**config.mk**
```make
export PLATFORM = sky130hd
export DESIGN_NAME = mem_access_unit_flat
export DESIGN_NICKNAME = d
export VERILOG_FILES = /design/src/rtl/mem_access_unit_if.sv /design/src/rtl/mem_access_unit.sv /design/src/flat_wrapper.sv
export SDC_FILE = /design/constraint.sdc
export NUM_CORES = 1
export LEC_CHECK = 0
export CELL_PAD_IN_SITES_DETAIL_PLACEMENT = 1
export CELL_PAD_IN_SITES_GLOBAL_PLACEMENT = 1
export CORE_UTILIZATION = 28
export CTS_CLUSTER_DIAMETER = 100
export CTS_CLUSTER_SIZE = 8
export DETAILED_ROUTE_END_ITERATION = 8
export GPL_ROUTABILITY_DRIVEN = 0
export PLACE_DENSITY_LB_ADDON = 0.1
export SYNTH_ARGS = -nofsm -noshare
export SYNTH_HDL_FRONTEND = slang
export SYNTH_SLANG_ARGS = --single-unit
```
**constraint.sdc**
```tcl
create_clock -name clk -period 2.2 [get_ports clk]
set_input_delay 0.66 -clock clk [delete_from_list [all_inputs] [get_ports clk]]
set_output_delay 0.66 -clock clk [all_outputs]
set_load 0.03 [all_outputs]
```
**src/rtl/mem_access_unit_if.sv**
```systemverilog
// rtl/mem_access_unit_if.sv - CPU request/response and data-memory port bundle for mem_access_unit
interface mem_access_unit_if #(
    parameter int ADDR_BITS = 10
);
    logic                 req_valid;
    logic                 req_ready;
    logic [2:0]           req_op;
    logic [31:0]          req_addr;
    logic [31:0]          req_wdata;
    logic [31:0]          req_pc;
    logic                 rsp_valid;
    logic [31:0]          rsp_rdata;
    logic                 rsp_err;
    logic                 mem_we;
    logic [31:0]          mem_addr;
    logic [ADDR_BITS-1:0] mem_a;
    logic [31:0]          mem_wd;
    logic [31:0]          mem_pc;
    logic [31:0]          mem_rd;

    modport slave (
        input  req_valid, req_op, req_addr, req_wdata, req_pc, mem_rd,
        output req_ready, rsp_valid, rsp_rdata, rsp_err,
        output mem_we, mem_addr, mem_a, mem_wd, mem_pc
    );

    modport master (
        output req_valid, req_op, req_addr, req_wdata, req_pc, mem_rd,
        input  req_ready, rsp_valid, rsp_rdata, rsp_err,
        input  mem_we, mem_addr, mem_a, mem_wd, mem_pc
    );
endinterface

```
**src/rtl/mem_access_unit.sv**
```systemverilog
// rtl/mem_access_unit.sv - load/store unit: alignment check, lane select/extend, read-modify-write sub-word stores
module mem_access_unit #(
    parameter int ADDR_BITS = 10
) (
    input  logic            clk,
    input  logic            reset,
    mem_access_unit_if.slave bus
);
    localparam logic [2:0] OP_LW  = 3'b000;
    localparam logic [2:0] OP_LH  = 3'b001;
    localparam logic [2:0] OP_LHU = 3'b010;
    localparam logic [2:0] OP_LB  = 3'b011;
    localparam logic [2:0] OP_LBU = 3'b100;
    localparam logic [2:0] OP_SW  = 3'b101;
    localparam logic [2:0] OP_SH  = 3'b110;
    localparam logic [2:0] OP_SB  = 3'b111;

    typedef enum logic [1:0] {S_IDLE, S_ACCESS, S_WRITE, S_RESP} state_t;

    state_t      state_q;
    logic [2:0]  op_q;
    logic [31:0] addr_q;
    logic [31:0] wdata_q;
    logic [31:0] pc_q;
    logic        req_ready_q;
    logic        rsp_valid_q;
    logic        rsp_err_q;
    logic [31:0] rsp_rdata_q;
    logic        mem_we_q;
    logic [31:0] mem_wd_q;

    logic        misaligned_d;
    logic [31:0] byte_shift_d;
    logic [31:0] half_shift_d;
    logic [31:0] load_d;
    logic [31:0] merge_d;

    always_comb begin
        misaligned_d = 1'b0;
        case (bus.req_op)
            OP_LW, OP_SW:         misaligned_d = |bus.req_addr[1:0];
            OP_LH, OP_LHU, OP_SH: misaligned_d = bus.req_addr[0];
            default:              misaligned_d = 1'b0;
        endcase
    end

    // Lane extraction and sub-word merge both work on the word currently addressed by mem_a.
    always_comb begin
        byte_shift_d = bus.mem_rd >> {addr_q[1:0], 3'b000};
        half_shift_d = bus.mem_rd >> {addr_q[1], 4'b0000};
        load_d       = 32'd0;
        case (op_q)
            OP_LW:   load_d = bus.mem_rd;
            OP_LH:   load_d = {{16{half_shift_d[15]}}, half_shift_d[15:0]};
            OP_LHU:  load_d = {16'd0, half_shift_d[15:0]};
            OP_LB:   load_d = {{24{byte_shift_d[7]}}, byte_shift_d[7:0]};
            OP_LBU:  load_d = {24'd0, byte_shift_d[7:0]};
            default: load_d = 32'd0;
        endcase
        merge_d = bus.mem_rd;
        if (op_q == OP_SB) begin
            merge_d[{addr_q[1:0], 3'b000} +: 8] = wdata_q[7:0];
        end else if (op_q == OP_SH) begin
            merge_d[{addr_q[1], 4'b0000} +: 16] = wdata_q[15:0];
        end
    end

    always_ff @(posedge clk) begin
        if (reset) begin
            state_q     <= S_IDLE;
            op_q        <= OP_LW;
            addr_q      <= 32'd0;
            wdata_q     <= 32'd0;
            pc_q        <= 32'd0;
            req_ready_q <= 1'b1;
            rsp_valid_q <= 1'b0;
            rsp_err_q   <= 1'b0;
            rsp_rdata_q <= 32'd0;
            mem_we_q    <= 1'b0;
            mem_wd_q    <= 32'd0;
        end else begin
            rsp_valid_q <= 1'b0;
            mem_we_q    <= 1'b0;
            mem_wd_q    <= 32'd0;
            case (state_q)
                S_IDLE: begin
                    if (bus.req_valid) begin
                        op_q        <= bus.req_op;
                        addr_q      <= bus.req_addr;
                        wdata_q     <= bus.req_wdata;
                        pc_q        <= bus.req_pc;
                        req_ready_q <= 1'b0;
                        if (misaligned_d) begin
                            state_q     <= S_RESP;
                            rsp_valid_q <= 1'b1;
                            rsp_err_q   <= 1'b1;
                            rsp_rdata_q <= 32'd0;
                        end else begin
                            state_q <= S_ACCESS;
                            if (bus.req_op == OP_SW) begin
                                mem_we_q <= 1'b1;
                                mem_wd_q <= bus.req_wdata;
                            end
                        end
                    end
                end
                S_ACCESS: begin
                    if (op_q == OP_SH || op_q == OP_SB) begin
                        state_q  <= S_WRITE;
                        mem_we_q <= 1'b1;
                        mem_wd_q <= merge_d;
                    end else begin
                        state_q     <= S_RESP;
                        rsp_valid_q <= 1'b1;
                        rsp_err_q   <= 1'b0;
                        rsp_rdata_q <= load_d;
                    end
                end
                S_WRITE: begin
                    state_q     <= S_RESP;
                    rsp_valid_q <= 1'b1;
                    rsp_err_q   <= 1'b0;
                    rsp_rdata_q <= 32'd0;
                end
                default: begin
                    state_q     <= S_IDLE;
                    req_ready_q <= 1'b1;
                end
            endcase
        end
    end

    assign bus.req_ready = req_ready_q;
    assign bus.rsp_valid = rsp_valid_q;
    assign bus.rsp_err   = rsp_err_q;
    assign bus.rsp_rdata = rsp_rdata_q;
    assign bus.mem_we    = mem_we_q;
    assign bus.mem_wd    = mem_wd_q;
    assign bus.mem_addr  = {addr_q[31:2], 2'b00};
    assign bus.mem_a     = addr_q[ADDR_BITS+1:2];
    assign bus.mem_pc    = pc_q;
endmodule

```
**src/flat_wrapper.sv**
```systemverilog
// flat-port wrapper written by rule: the top's interface ports become plain ports
module mem_access_unit_flat 
#(
    parameter int ADDR_BITS = 10
)
  (clk, reset, bus_req_valid, bus_req_op, bus_req_addr, bus_req_wdata, bus_req_pc, bus_mem_rd, bus_req_ready, bus_rsp_valid, bus_rsp_rdata, bus_rsp_err, bus_mem_we, bus_mem_addr, bus_mem_a, bus_mem_wd, bus_mem_pc);
  mem_access_unit_if #(.ADDR_BITS(ADDR_BITS)) bus_i ();
  input  logic clk;
  input  logic reset;
  input wire logic [$bits(bus_i.req_valid)-1:0] bus_req_valid;
  input wire logic [$bits(bus_i.req_op)-1:0] bus_req_op;
  input wire logic [$bits(bus_i.req_addr)-1:0] bus_req_addr;
  input wire logic [$bits(bus_i.req_wdata)-1:0] bus_req_wdata;
  input wire logic [$bits(bus_i.req_pc)-1:0] bus_req_pc;
  input wire logic [$bits(bus_i.mem_rd)-1:0] bus_mem_rd;
  output wire logic [$bits(bus_i.req_ready)-1:0] bus_req_ready;
  output wire logic [$bits(bus_i.rsp_valid)-1:0] bus_rsp_valid;
  output wire logic [$bits(bus_i.rsp_rdata)-1:0] bus_rsp_rdata;
  output wire logic [$bits(bus_i.rsp_err)-1:0] bus_rsp_err;
  output wire logic [$bits(bus_i.mem_we)-1:0] bus_mem_we;
  output wire logic [$bits(bus_i.mem_addr)-1:0] bus_mem_addr;
  output wire logic [$bits(bus_i.mem_a)-1:0] bus_mem_a;
  output wire logic [$bits(bus_i.mem_wd)-1:0] bus_mem_wd;
  output wire logic [$bits(bus_i.mem_pc)-1:0] bus_mem_pc;
  assign bus_i.req_valid = bus_req_valid;
  assign bus_i.req_op = bus_req_op;
  assign bus_i.req_addr = bus_req_addr;
  assign bus_i.req_wdata = bus_req_wdata;
  assign bus_i.req_pc = bus_req_pc;
  assign bus_i.mem_rd = bus_mem_rd;
  assign bus_req_ready = bus_i.req_ready;
  assign bus_rsp_valid = bus_i.rsp_valid;
  assign bus_rsp_rdata = bus_i.rsp_rdata;
  assign bus_rsp_err = bus_i.rsp_err;
  assign bus_mem_we = bus_i.mem_we;
  assign bus_mem_addr = bus_i.mem_addr;
  assign bus_mem_a = bus_i.mem_a;
  assign bus_mem_wd = bus_i.mem_wd;
  assign bus_mem_pc = bus_i.mem_pc;
  mem_access_unit #(.ADDR_BITS(ADDR_BITS)) u_core (.clk(clk), .reset(reset), .bus(bus_i));
endmodule
```
-- Yosys cells after proc, flatten, opt, wreduce, memory -nomap -nowiden
Cells that the tools add are included.
- register bits after elaboration: 153
- bits in latches: 0
- bits in writable memories: 0
- memory bits (read-only): 0
- input port bits: 134
- output and inout bits: 142
- logic and storage cells: 81
- memories: 0
- add/sub/neg operators: 2
- multipliers: 0
- divide/modulo/power cells: 0
- $lt $le $gt $ge: 0
- eq/ne operators: 15
- shift-type cells: 6
- muxes and demuxes: 34
- bitwise logic cells: 1
- reductions and logical operators: 12
- operator list (kind ; count):
    2-to-1 mux 32 bit ; 9
    one-hot mux 32 bit (5 select lines) ; 1
    one-hot mux 32 bit (3 select lines) ; 1
    bitwise mux 32 bit ; 2
    one-hot mux 32 bit (2 select lines) ; 1
    variable shift 16 x 7 -> 32 bit, first input constant ; 1
    variable shift 8 x 7 -> 32 bit, first input constant ; 1
    variable part select 16 x 7 -> 32 bit ; 1
    variable part select 8 x 7 -> 32 bit ; 1
    right shift 32 x 5 -> 16 bit ; 1
    right shift 32 x 5 -> 8 bit ; 1
    == test 3 bit, second input constant ; 5
    negator 5 -> 7 bit ; 2
    2-to-1 mux 1 bit ; 12
    == test 3 x 2 -> 1 bit, second input constant ; 3
    == test 3 x 1 -> 1 bit, second input constant ; 2
    logical NOT 3 bit ; 2
    one-hot mux 1 bit (2 select lines) ; 3
    one-hot mux 1 bit (3 select lines) ; 2
    one-hot mux 2 bit (3 select lines) ; 1
    OR reduction 2 bit ; 3
    2-to-1 mux 2 bit ; 2
    inequality test 2 bit, second input constant ; 2
    AND reduction 2 bit ; 2
    other kinds (9) ; 9

-- Longest topological paths before layout
- depth in word-level cells: 7
- depth in mapped cells: 10
- mapped depth without buffers: 7

-- Worst setup path before layout
OpenSTA, ideal clock, no wires.
- kind: reg2reg
- start point: reg u_core.addr_q[1]
- end point: reg u_core.mem_wd_q[22], in the netlist u_core.bus.mem_wd[22]
- setup time: 0.070 ns
- arrival time: 2.232 ns
- data required time: 2.130 ns
- setup slack: -0.102 ns
- cell stages (with the launch flop): 11
- buffers on the path: 3
- clock period less this slack: 2.302 ns
- path through: dfxtp_1 -> clkbuf_1 -> clkbuf_1 -> inv_2 -> ha_1 -> nor4bb_1 -> clkbuf_1 -> nand3b_1 -> a31oi_1 -> o21ai_0 -> a21oi_1
- longest elaborated chain between the ends: 7
- elaborated cells on any way between the ends: 12
- classes of those cells: add/sub (2); shift (4); mux (6)
- ends and longest elaborated chain (element ; RTL line ; RTL):
    from (decl) ; mem_access_unit.sv:22 ; logic [31:0] addr_q;
    from (signal assigned) ; mem_access_unit.sv:89 ; addr_q <= bus.req_addr;
    negator 5 -> 7 bit ; mem_access_unit.sv:64 ; merge_d[{addr_q[1], 4'b0000} +: 16] = wdata_q[15:0];
    variable part select 16 x 7 -> 32 bit or variable shift 16 x 7 -> 32 bit (tied branches) ; mem_access_unit.sv:64 ;
    bitwise mux 32 bit ; mem_access_unit.sv:64 ;
    2-to-1 mux 32 bit ; mem_access_unit.sv:63 ; end else if (op_q == OP_SH) begin
    2-to-1 mux 32 bit (*) ; mem_access_unit.sv:61 ; if (op_q == OP_SB) begin
    2-to-1 mux 32 bit (*) ; mem_access_unit.sv:108 ; if (op_q == OP_SH || op_q == OP_SB) begin
    one-hot mux 32 bit (2 select lines) (*) ; mem_access_unit.sv:85 ; case (state_q)
    to (signal assigned) ; mem_access_unit.sv:102 ; mem_wd_q <= bus.req_wdata;
    to (signal assigned) ; mem_access_unit.sv:111 ; mem_wd_q <= merge_d;
    to (decl) ; mem_access_unit.sv:30 ; logic [31:0] mem_wd_q;
Every way passes the cells marked *; elsewhere a longest branch is shown, timed or not.
A chain may end at the register's enable or synchronous reset.

-- Final worst setup path
- start point: reg u_core.rsp_rdata_q[6], in the netlist u_core.bus.rsp_rdata[6]
- end point: out bus_rsp_rdata[6]
- RTL lines (element ; RTL line ; RTL):
    from (decl) ; mem_access_unit.sv:28 ; logic [31:0] rsp_rdata_q;
    from (signal assigned) ; mem_access_unit.sv:116 ; rsp_rdata_q <= load_d;
    to (decl) ; flat_wrapper.sv:18 ; output wire logic [$bits(bus_i.rsp_rdata)-1:0] bus_rsp_rdata;
No word-level cell between the ends.

==> results by group <==
Outcome
  – Status: complete, no violations

Routing
  – DRT Pass-1 Iters: 5
  – Top Metal Used: met4
  – Initial DRC count: 480
  – Vias: 7727
  – Met3 WL: 2.11 mm
  – Met2 wire len: 13.4 mm
  – Vias per std cell: 4.87
  – M1 WL: 12.8 mm
  – Routed wire length: 28.6 mm
  – Post-DRT Antenna Nets: 0
  – DR WL/cell: 18.1 um
  – DRC viols: 0

Synth
  – Main synth FF type: dfxtp_1
  – Cell Area, Synth: 7320 sq um
  – YS warnings: 0
  – Synth area leader: dfxtp_1
  – Post-synth top area share: 41.8%
  – Cell count after synthesis: 986
  – Seq/Total Area, Yosys: 41.8%
  – Number of library cell types mapped by synthesis: 44
  – Synth area leaders: dfxtp_1 42%, nand2_1 12%, a21oi_1 8.9%, o21ai_0 4.4%, buf_4 4.3%
  – Ys async rst share: 0%
  – Mean Syn Cell Area: 7.42 sq um
  – Post-synth EDFFs: 0
  – Synthesized flop and latch total: 153

Worst setup path
  – CP max-delay cell: clkdlybuf4s50_1
  – WS Path Type: reg2out
  – Max FO, Critical Path: 2
  – Critical path capture point type: output pin
  – Crit-path cells: clkdlybuf4s50_1
  – Crit path launch type: flop
  – Buf+Inv Stages, Crit Path: 1
  – Critical path arrival: 1480 ps
  – Crit path largest cell delay: 690 ps
  – Top delay family on crit path: buffers and inverters
  – Critical Path RT: 1540 ps

CTS
  – TritonCTS sink count: 153
  – H-tree levels: 4
  – Clock transition at the registers of the reported paths: 70 ps
  – Clk_lat worst skew: 430 ps
  – CTS tree: done
  – Clock tree buffer depth: 2
  – Root Buffer: clkbuf_16
  – CTS Buf Count: 17

Pwr
  – VDD IR max: 0.395 mV
  – Power Internal: 6.68 mW
  – Combinational Power Share: 39.2%
  – Pwr dens: 964 nW/um^2
  – Clock group share of total power: 28.8%
  – Seq pwr share: 31.9%
  – Sw Pwr: 4.10 mW
  – Total power: 10.8 mW
  – Leak: 4.24 nW
  – Switch share: 38.0%

Cells and area
  – Fin nets: 1386
  – Post-Route Utilization: 44.0%
  – Diode count: 0
  – Layout cells sized above 1: 9.95%
  – Final Instance Area: 11200 sq um
  – Most common cell after layout, fill and taps aside: clkdlybuf4s50_1
  – Most frequent cells in the layout: 266 x clkdlybuf4s50_1, 241 x nand2_1, 151 x dfxtp_1
  – Layout area overhead: 52.8%

Global routing
  – Antenna violations before repair: 0
  – Largest net degree at the start of global routing: 74
  – First-pass GRT wire length: 43.8 mm
  – Vias in the first global route: 7621
  – GR Overflow Total: 0
  – Total Routing Usage GR: 21.4%

Timing
  – Hold slack: 454 ps
  – Slew HR: 57.8%
  – Max frequency: 0.468 GHz
  – Tcrit/Tclk final: 97.1%
  – Final hold vios: 0
  – Post-route minimum period: 2140 ps
  – Max Slew Vio Count: 0
  – Setup violators final: 0
  – Setup ws final: 63.7 ps
  – Worst Skew: 12.8 ps
  – Worst-margin pin slew: 633 ps
  – RSZ-0062 raised after global routing: no

Placed design
  – Placed Area: 10600 sq um
  – Dpl ws: -508 ps
  – Dpl hpwl: 21.2 mm
  – PortBufs: 273

Floorplan
  – Starting Density: 28.8%
  – Die footprint: 26800 sq um
  – DIE HEIGHT: 164 um
  – Die Width: 164 um
  – Core area: 25400 sq um
  – IO Pins: 276
  – Std-Cell Rows: 58

Job
  – Max-Cap Viols: 0

Min path
  – Hold WC Path Type: reg2reg
-- final cells by class --
cell class	count	area, sq um
inverters	41	154
well taps	330	413
flip-flops and latches	153	3070
clock buffers	19	453
fillers	3080	14200
multi-input cells	678	3520
clock inverters	13	159
repair buffers	352	3420
-- synthesized netlist by cell type (5+ instances only) --
cell	count
inv_1	40
a221o_1	9
a22oi_1	7
buf_1	7
dfxtp_1	153
a211oi_1	18
buf_4	42
clkbuf_1	61
o22ai_1	32
nand2_1	242
o2bb2ai_1	25
nor2_1	73
o21ai_0	65
a21oi_1	130
nor3_1	11
ha_1	9
buf_2	5
mux2i_1	19
-- repair_timing --
action                     CTS  global route
pin swaps                    4             2
setup endpoints to repair   32            34
gates cloned                 1             0
setup buffers                1             0
hold buffers                 0             0
gates resized for setup      6             3
-- power groups by stage --
stage / clock (mW) / sequential (mW) / combinational [mW]
final: 3.11 / 3.44 / 4.23
after global routing: 3.30 / 3.49 / 4.60
after CTS: 3.19 / 3.45 / 4.27
after detailed placement: 0 / 3.50 / 4.20
after global placement: 0 / 3.49 / 4.17
after floorplan: 0 / 3.79 / 2.21
-- cells by family after synthesis --
family | count (synthesis) | synth area share, %
AOI/OAI and AO/OA | 297 | 24.3
adders and majority gates | 9 | 1.54
buffers and inverters | 157 | 10.4
DFF | 153 | 41.8
muxes | 20 | 2.75
other | 1 | 0.0512
and+or+nand+nor | 349 | 19.1
-- through the flow --
step                TNS [ps]  instances
finish                     0       1586
global placement      -15470       1552
CTS                        0       1586
global route               0       1586
floorplan                  0        987
detailed placement    -16390       1552
-- routing by layer --
| layer | vias up | global-route usage, % |
|---|---|---|
| met4 | 0 | 5.18 |
| met2 | 222 | 35.2 |
| met1 | 3673 | 27.3 |
| met5 | - | 0 |
| li1 | 3817 | - |
| met3 | 15 | 6.01 |
-- state kept, by name, indices dropped and copies added, names as in the netlist, 2 cells and up --
register and cells:
u_core.op_q 3, u_core.bus.mem_wd 32, u_core.state_q 2, u_core.bus.rsp_rdata 32
u_core.addr_q 32, u_core.wdata_q 16, u_core.bus.mem_pc 32
-- path summary, 6_finish.rpt --
path,from,end,slack [ps],depth (start not counted)
max,u_core.bus.rsp_rdata[6],bus_rsp_rdata[6],60,1
min,u_core.bus.mem_pc[1],u_core.bus.mem_pc[1],450,2
min reg2reg,u_core.bus.mem_pc[1],u_core.bus.mem_pc[1],450,2
max reg2reg,u_core.state_q[1],u_core.bus.rsp_rdata[1],130,8
(Power assumes the default switching activity.)
